File: src/rtl/or_mask_splitter_if.sv
// Handshake bundle for or_mask_splitter: mask input side, per-bit beat output side,
// and the end-of-mask done pulse.
interface or_mask_splitter_if #(
    parameter int size = 8,
    parameter int idxw = 3
);
    logic            in_valid;
    logic            in_ready;
    logic [size-1:0] in_mask;
    logic            out_valid;
    logic            out_ready;
    logic [idxw-1:0] out_idx;
    logic [size-1:0] out_onehot;
    logic            out_last;
    logic            done;

    modport master (
        output in_valid, in_mask, out_ready,
        input  in_ready, out_valid, out_idx, out_onehot, out_last, done
    );

    modport slave (
        input  in_valid, in_mask, out_ready,
        output in_ready, out_valid, out_idx, out_onehot, out_last, done
    );
endinterface

File: src/rtl/or_mask_splitter.sv
// Splits a combined mask word into one beat per set bit, lowest index first,
// each beat carrying the bit index and its one-hot word.
//
// state | meaning
// IDLE  | ready for a new mask; done pulses here after a mask is consumed
// EMIT  | presenting the lowest set bit of residual until the last one is taken
module or_mask_splitter #(
    parameter int size = 8,
    parameter int idxw = 3
) (
    input logic               clk,
    input logic               rst,
    or_mask_splitter_if.slave bus
);
    typedef enum logic {IDLE, EMIT} state_t;

    state_t          state;
    logic [size-1:0] residual;
    logic [size-1:0] lowest;
    logic [idxw-1:0] lowest_idx;
    logic            single;
    logic            done_q;

    // Beat fields decode only from residual, so they stay put under backpressure.
    always_comb begin
        lowest     = residual & (~residual + 1'b1);
        single     = (residual != '0) && ((residual & (residual - 1'b1)) == '0);
        lowest_idx = '0;
        for (int i = 0; i < size; i++) begin
            if (lowest[i]) lowest_idx = idxw'(i);
        end
    end

    always_ff @(posedge clk) begin
        if (rst) begin
            state    <= IDLE;
            residual <= '0;
            done_q   <= 1'b0;
        end else begin
            done_q <= 1'b0;
            case (state)
                IDLE: begin
                    if (bus.in_valid) begin
                        residual <= bus.in_mask;
                        if (bus.in_mask == '0) done_q <= 1'b1;
                        else                   state  <= EMIT;
                    end
                end
                EMIT: begin
                    if (bus.out_ready) begin
                        residual <= residual & ~lowest;
                        if (single) begin
                            state  <= IDLE;
                            done_q <= 1'b1;
                        end
                    end
                end
                default: state <= IDLE;
            endcase
        end
    end

    assign bus.in_ready   = (state == IDLE);
    assign bus.out_valid  = (state == EMIT);
    assign bus.out_onehot = lowest;
    assign bus.out_idx    = lowest_idx;
    assign bus.out_last   = single;
    assign bus.done       = done_q;
endmodule

File: src/flat_wrapper.sv
// flat-port wrapper written by rule: the top's interface ports become plain ports
module or_mask_splitter_flat 
#(
    parameter int size = 8,
    parameter int idxw = 3
)
  (clk, rst, bus_in_valid, bus_in_mask, bus_out_ready, bus_in_ready, bus_out_valid, bus_out_idx, bus_out_onehot, bus_out_last, bus_done);
  or_mask_splitter_if #(.size(size), .idxw(idxw)) bus_i ();
  input logic clk;
  input logic rst;
  input wire logic [$bits(bus_i.in_valid)-1:0] bus_in_valid;
  input wire logic [$bits(bus_i.in_mask)-1:0] bus_in_mask;
  input wire logic [$bits(bus_i.out_ready)-1:0] bus_out_ready;
  output wire logic [$bits(bus_i.in_ready)-1:0] bus_in_ready;
  output wire logic [$bits(bus_i.out_valid)-1:0] bus_out_valid;
  output wire logic [$bits(bus_i.out_idx)-1:0] bus_out_idx;
  output wire logic [$bits(bus_i.out_onehot)-1:0] bus_out_onehot;
  output wire logic [$bits(bus_i.out_last)-1:0] bus_out_last;
  output wire logic [$bits(bus_i.done)-1:0] bus_done;
  assign bus_i.in_valid = bus_in_valid;
  assign bus_i.in_mask = bus_in_mask;
  assign bus_i.out_ready = bus_out_ready;
  assign bus_in_ready = bus_i.in_ready;
  assign bus_out_valid = bus_i.out_valid;
  assign bus_out_idx = bus_i.out_idx;
  assign bus_out_onehot = bus_i.out_onehot;
  assign bus_out_last = bus_i.out_last;
  assign bus_done = bus_i.done;
  or_mask_splitter #(.size(size), .idxw(idxw)) u_core (.clk(clk), .rst(rst), .bus(bus_i));
endmodule
File: config.mk
export PLATFORM = sky130hd
export DESIGN_NAME = or_mask_splitter_flat
export DESIGN_NICKNAME = d
export VERILOG_FILES = /design/src/rtl/or_mask_splitter_if.sv /design/src/rtl/or_mask_splitter.sv /design/src/flat_wrapper.sv
export SDC_FILE = /design/constraint.sdc
export NUM_CORES = 1
export LEC_CHECK = 0
export BUFFER_PORTS_ARGS = -buffer_cell sky130_fd_sc_hd__buf_4
export CELL_PAD_IN_SITES_DETAIL_PLACEMENT = 0
export CELL_PAD_IN_SITES_GLOBAL_PLACEMENT = 2
export CORE_MARGIN = 4
export CORE_UTILIZATION = 22
export CTS_CLUSTER_SIZE = 10
export DETAILED_ROUTE_END_ITERATION = 8
export GPL_ROUTABILITY_DRIVEN = 0
export PLACE_DENSITY_LB_ADDON = 0.2
export RECOVER_POWER = 25
export SLEW_MARGIN = 40
export SYNTH_ARGS = -nofsm -noshare
export SYNTH_HDL_FRONTEND = slang
export SYNTH_SLANG_ARGS = --single-unit
File: constraint.sdc
create_clock -name clk -period 1.68 [get_ports clk]
set_clock_uncertainty 0.1 [all_clocks]
set_input_delay 0.084 -clock clk [delete_from_list [all_inputs] [get_ports clk]]
set_output_delay 0.084 -clock clk [all_outputs]
set_load 0.05 [all_outputs]
== Word level (Yosys, flattened, before mapping) ==
Index checks and enable logic that the tools add are counted.

* Bits in registers: 10
* Latch bits: 0
* Bits in read-only memories: 0
* Memory bits (writable): 0
* Input bits: 12
* Logic and storage cells: 38
* Output and inout bits: 15
* Memories kept: 0

* Multiply operators: 0
* Bitwise gates (word level): 6
* Equal/unequal tests: 2
* Reduce and logical (&&, ||, !) cells: 5
* Multiplexer cells: 20
* $add $sub $neg: 2
* Divide/modulo/power cells: 0
* $lt $le $gt $ge: 0
* Shifts and indexed selects: 0

{| class="wikitable"
|+ Operators by type and width
! operator !! number
|-
| 8-bit bitwise AND || 3
|-
| 3-bit two-way mux || 6
|-
| 8-bit logical NOT || 2
|-
| 8-bit two-way mux || 2
|-
| 8-bit inverter || 2
|-
| 8-bit one-hot mux with 2 select lines || 1
|-
| 1-bit two-way mux || 9
|-
| 8-bit by 1-bit adder with 8-bit output (second input constant) || 1
|-
| 8-bit nonzero test || 1
|-
| 8-bit by 1-bit subtractor with 8-bit output (second input constant) || 1
|-
| 2-bit inequality test (second input constant) || 2
|-
| 1-bit one-hot mux with 2 select lines || 2
|-
| 2-bit AND reduction || 1
|-
| 1-bit logical AND || 1
|-
| 1-bit inverter || 1
|}

== Longest topological paths before layout ==
* Depth in word-level cells: 10
* Depth in mapped cells: 6
* Gate-level depth less buffers: 5

== Worst setup path after synthesis ==
Ideal clock, no wire load.

* Path kind: flip-flop to output port
* Start point: register u_core.residual[0]
* End point: output bus_out_onehot[6]
* Arrival: 2446 ps
* Path buffers: 1
* Stages on the path, launching flop included: 4
* Setup slack: -950 ps
* Cell sequence: dfxtp_1 -> buf_6 -> or4_1 -> nor4_1

* Cells in the longest elaborated chain, start to end: 3

{| class="wikitable"
|+ RTL lines
! item !! line !! source
|-
| start, declared || or_mask_splitter.sv:18 || <nowiki>logic [size-1:0] residual;</nowiki>
|-
| start signal, assigned || or_mask_splitter.sv:44 || <nowiki>residual <= bus.in_mask;</nowiki>
|-
| start signal, assigned || or_mask_splitter.sv:51 || <nowiki>residual <= residual & ~lowest;</nowiki>
|-
| 8-bit inverter || or_mask_splitter.sv:26 || <nowiki>lowest = residual & (~residual + 1'b1);</nowiki>
|-
| 8-bit by 1-bit adder with 8-bit output || or_mask_splitter.sv:26 ||
|-
| 8-bit bitwise AND || or_mask_splitter.sv:26 ||
|-
| end, declared || flat_wrapper.sv:17 || <nowiki>output wire logic [$bits(bus_i.out_onehot)-1:0] bus_out_onehot;</nowiki>
|}

Every way passes these cells.

== Worst setup path in the final report ==
* Start point: register u_core.residual[1]
* End point: output bus_out_last

* Cells in the longest elaborated chain, start to end: 4
* Elaborated cells on any way between the ends: 5

{| class="wikitable"
|+ RTL lines
! item !! line !! source
|-
| 8-bit by 1-bit subtractor with 8-bit output || or_mask_splitter.sv:27 || <nowiki>single = (residual != '0) && ((residual & (residual - 1'b1)) == '0);</nowiki>
|-
| 8-bit bitwise AND || or_mask_splitter.sv:27 ||
|-
| 8-bit logical NOT || or_mask_splitter.sv:27 ||
|-
| 1-bit logical AND * || or_mask_splitter.sv:27 ||
|-
| end, declared || flat_wrapper.sv:18 || <nowiki>output wire logic [$bits(bus_i.out_last)-1:0] bus_out_last;</nowiki>
|}

Every way passes the cells marked *; elsewhere a longest branch is shown, timed or not.

==> results.yml <==
critical_path:
  reg2regPathDepth: 7
  rrSetupSlack_ns: -0.05
  crit_buf_inv: 3
  worstSetupStartpoint: "u_core.residual[1]$_SDFFE_PP0P_"
  critPathMaxStageDelay_ns: 0.34
  worst_path_dominant_cell_family: "simple AND/OR/NAND/NOR gates"
  required_ns: 1.50
  path_cells: "nor4_4, buf_4, buf_6, and4_4, a21oi_4, a21oi_4, buf_6"
  critical_path.slowest_cell: "dfxtp_2"
  r2r_end: "u_core.bus.done$_SDFF_PP0_"
  rr_startpoint: "u_core.residual[1]$_SDFFE_PP0P_"
  end_kind: "output pin"
  cp_max_fo: 4
  setup.worst_path.class: "flip-flop to output pin"
  cp.arrival_ns: 1.76
  worstSetupStartpointType: "flip-flop"
global_route:
  grt_pass1_wl_mm: 4.00
  overflow: 0
  antenna_found_initial: 0
  grt.total_usage: 0.121
  grt_max_degree: 11
  first_global_vias: 879
yosys:
  synth-seq-cells: 10
  syn_inst: 97
  yosysWarningCount: 0
  avgSynthCellArea_um2: 7.25
  synth.distinct_cells: 32
  seq_area_frac_synth: 0.285
  yosysTopAreaCell: "dfxtp_1"
  syn_area_um2: 703
  syn_nets: 109
  synth.area.top_cells: "dfxtp_1, a21oi_1, nand2_1"
  synth_top_area_frac: 0.285
route:
  vias_per_cell: 4.55
  ant_nets: 0
  wl_mm: 2.29
  first_pass_iters: 4
  route.detailed.drc: 0
  wire_per_inst_um: 12.3
  vias: 850
  drtIter0Drc: 43
finish:
  instances_no_fill: 187
  design_area_um2: 1240
  insertedDiodeCount: 0
  nets: 156
  syn_to_final_growth_pct: 76.3
  fillCellCount: 332
  drive_gt1_frac: 0.469
place:
  post-dp-hpwl_mm: 1.81
  placed_cells: 172
  placed_cell_area_um2: 1050
  dpl_worst_slack_ns: -0.00464
  io_buffers: 26
worst_hold_path:
  hold_class: "input pin to flip-flop"
  hp-start: "bus_in_mask[2]"
  worstHoldEndpoint: "u_core.residual[2]$_SDFFE_PP0P_"
  hold_depth: 3
floorplanning:
  start_util: 0.230
  die_h_um: 64.5
  io_pins: 27
  dieArea_um2: 4160
  rows: 20
  die_x_um: 64.5
  coreArea_um2: 3050
status:
  status: "finished, violations left"
  violations: "setup timing"
timing:
  fin_crit_sh: 1.16
  setup_tns_ns: -0.951
  max_freq_mhz: 515
  slew-limit-headroom: 0.607
  drv_slew: 0
  fin_ws_ns: -0.262
  tightestPinTransition_ns: 0.593
  setup_viol: 7
  rsz0062_at_grt: "true"
  period_minus_slack_ns: 1.94
  whs_ns: 0.00432
  hold_violations: 0
clock_network:
  cts.sinks: 10
  htreeDepth: 1
  numCtsBuffers: 3
  path_clk_slew_ns: 0.07
  cts-root-buf: "clkbuf_4"
  cts_tree: "built"
  clockBufferDepth: 2
  clkLatencyLatePin_ns: 0.26
run:
  maxCapViolations: 0
power_and_ir_drop:
  power.density_nw_per_um2: 788
  ir_drop_uv: 384
  leakage_nw: 0.514
final cells by class:
| cell class | count | area (um2) | area share |
|---|---|---|---|
| sequential | 10 | 205 | 0.165 |
| tap | 44 | 55.1 | 0.0444 |
| timing repair buffer | 51 | 433 | 0.349 |
| inverter | 4 | 15.0 | 0.0121 |
| clock buffer | 4 | 36.3 | 0.0293 |
| multi-input combinational | 74 | 495 | 0.400 |
how the worst max path moves through the flow:
stage               depth (start not counted)                         endpoint  slack (ns)
floorplan                                   6  u_core.bus.out_valid$_SDFF_PP0_       -0.33
global placement                            6                     bus_out_last        0.01
detailed placement                          6       u_core.bus.done$_SDFF_PP0_      -0.005
CTS                                         6                     bus_out_last       -0.24
global route                                6                     bus_out_last       -0.35
finish                                      7                     bus_out_last       -0.26
synthesized netlist by cell type:
cell type / n
a211o_1: 1
a21oi_1: 16
a21oi_2: 3
a311oi_2: 1
and2_1: 1
and2_2: 1
and2b_2: 1
and3_1: 1
and4_4: 1
buf_1: 1
buf_4: 1
buf_6: 2
clkbuf_1: 5
dfxtp_1: 10
inv_1: 4
maj3_1: 1
nand2_1: 12
nand3_1: 3
nand4_1: 2
nand4b_1: 1
nor2_1: 9
nor2b_1: 1
nor3_1: 4
nor4_1: 3
nor4_4: 1
o211ai_1: 1
o21ai_0: 4
o21ai_1: 1
o21bai_1: 1
o31a_1: 2
or4_1: 1
xnor2_1: 1
power breakdown:
part	internal (mW)	switching [mW]	total [mW]	leakage [nW]
Clock	0.131	0.0872	0.219	0.0210
Sequential	0.253	0.0205	0.273	0.0837
Combinational	0.209	0.276	0.485	0.410
flip-flops by register name, indices dropped and copies added, names as in the netlist:
register	count
u_core.bus.out_valid	1
u_core.residual	8
u_core.bus.done	1
through the flow:
step            util  total power [mW]
6_report       0.406             0.976
5_1_grt        0.406              1.04
4_1_cts        0.401             0.971
3_5_place_dp   0.344             0.697
3_3_place_gp   0.344             0.698
2_1_floorplan      -             0.561
routing by layer:
layer  wire (um)  global-route usage  vias up
li1            -                   -      439
met5           0                   0        -
met3         111              0.0173        6
met1        1120               0.161      374
met2        1020               0.195       31
met4          42              0.0475        0
worst min-delay path: cells and delay by family:
family,cells,cell delay [ns]
AO/OA/AOI/OAI,1,0.06
AND/OR/NAND/NOR,1,0.06
buffers and inverters,1,0.11
repair_timing:
action | 4_1_cts | 5_1_grt
buffers inserted | 6 | 0
setup endpoints to repair | 6 | 10
endpoints found under the hold margin | 10 | 1
gates resized for setup | 11 | 11
hold buffers | 6 | 1
pin swaps | 2 | 3
cell families after synthesis:
kind of cell / synth area share
AND/OR/NAND/NOR: 0.326
AO/OA/AOI/OAI: 0.267
buffers and inverters: 0.0961
flip-flops: 0.285
XOR/XNOR: 0.0125
adder cells (fa/ha/maj): 0.0142
cells in the final DEF (no fill, tap or decap), types with 3 or more instances in the layout:
master / Yosys / final
nor2_1: 9 / 6
inv_1: 4 / 3
a21oi_4: 0 / 3
dfxtp_2: 0 / 4
o21ai_0: 4 / 4
buf_4: 1 / 32
dlygate4sd3_1: 0 / 7
buf_6: 2 / 7
nor2_2: 0 / 3
nor3_1: 4 / 4
clkbuf_4: 0 / 3
nand3_1: 3 / 3
nand2_1: 12 / 12
dfxtp_1: 10 / 6
a21oi_1: 16 / 15
Power figures use the tool's default switching activity.
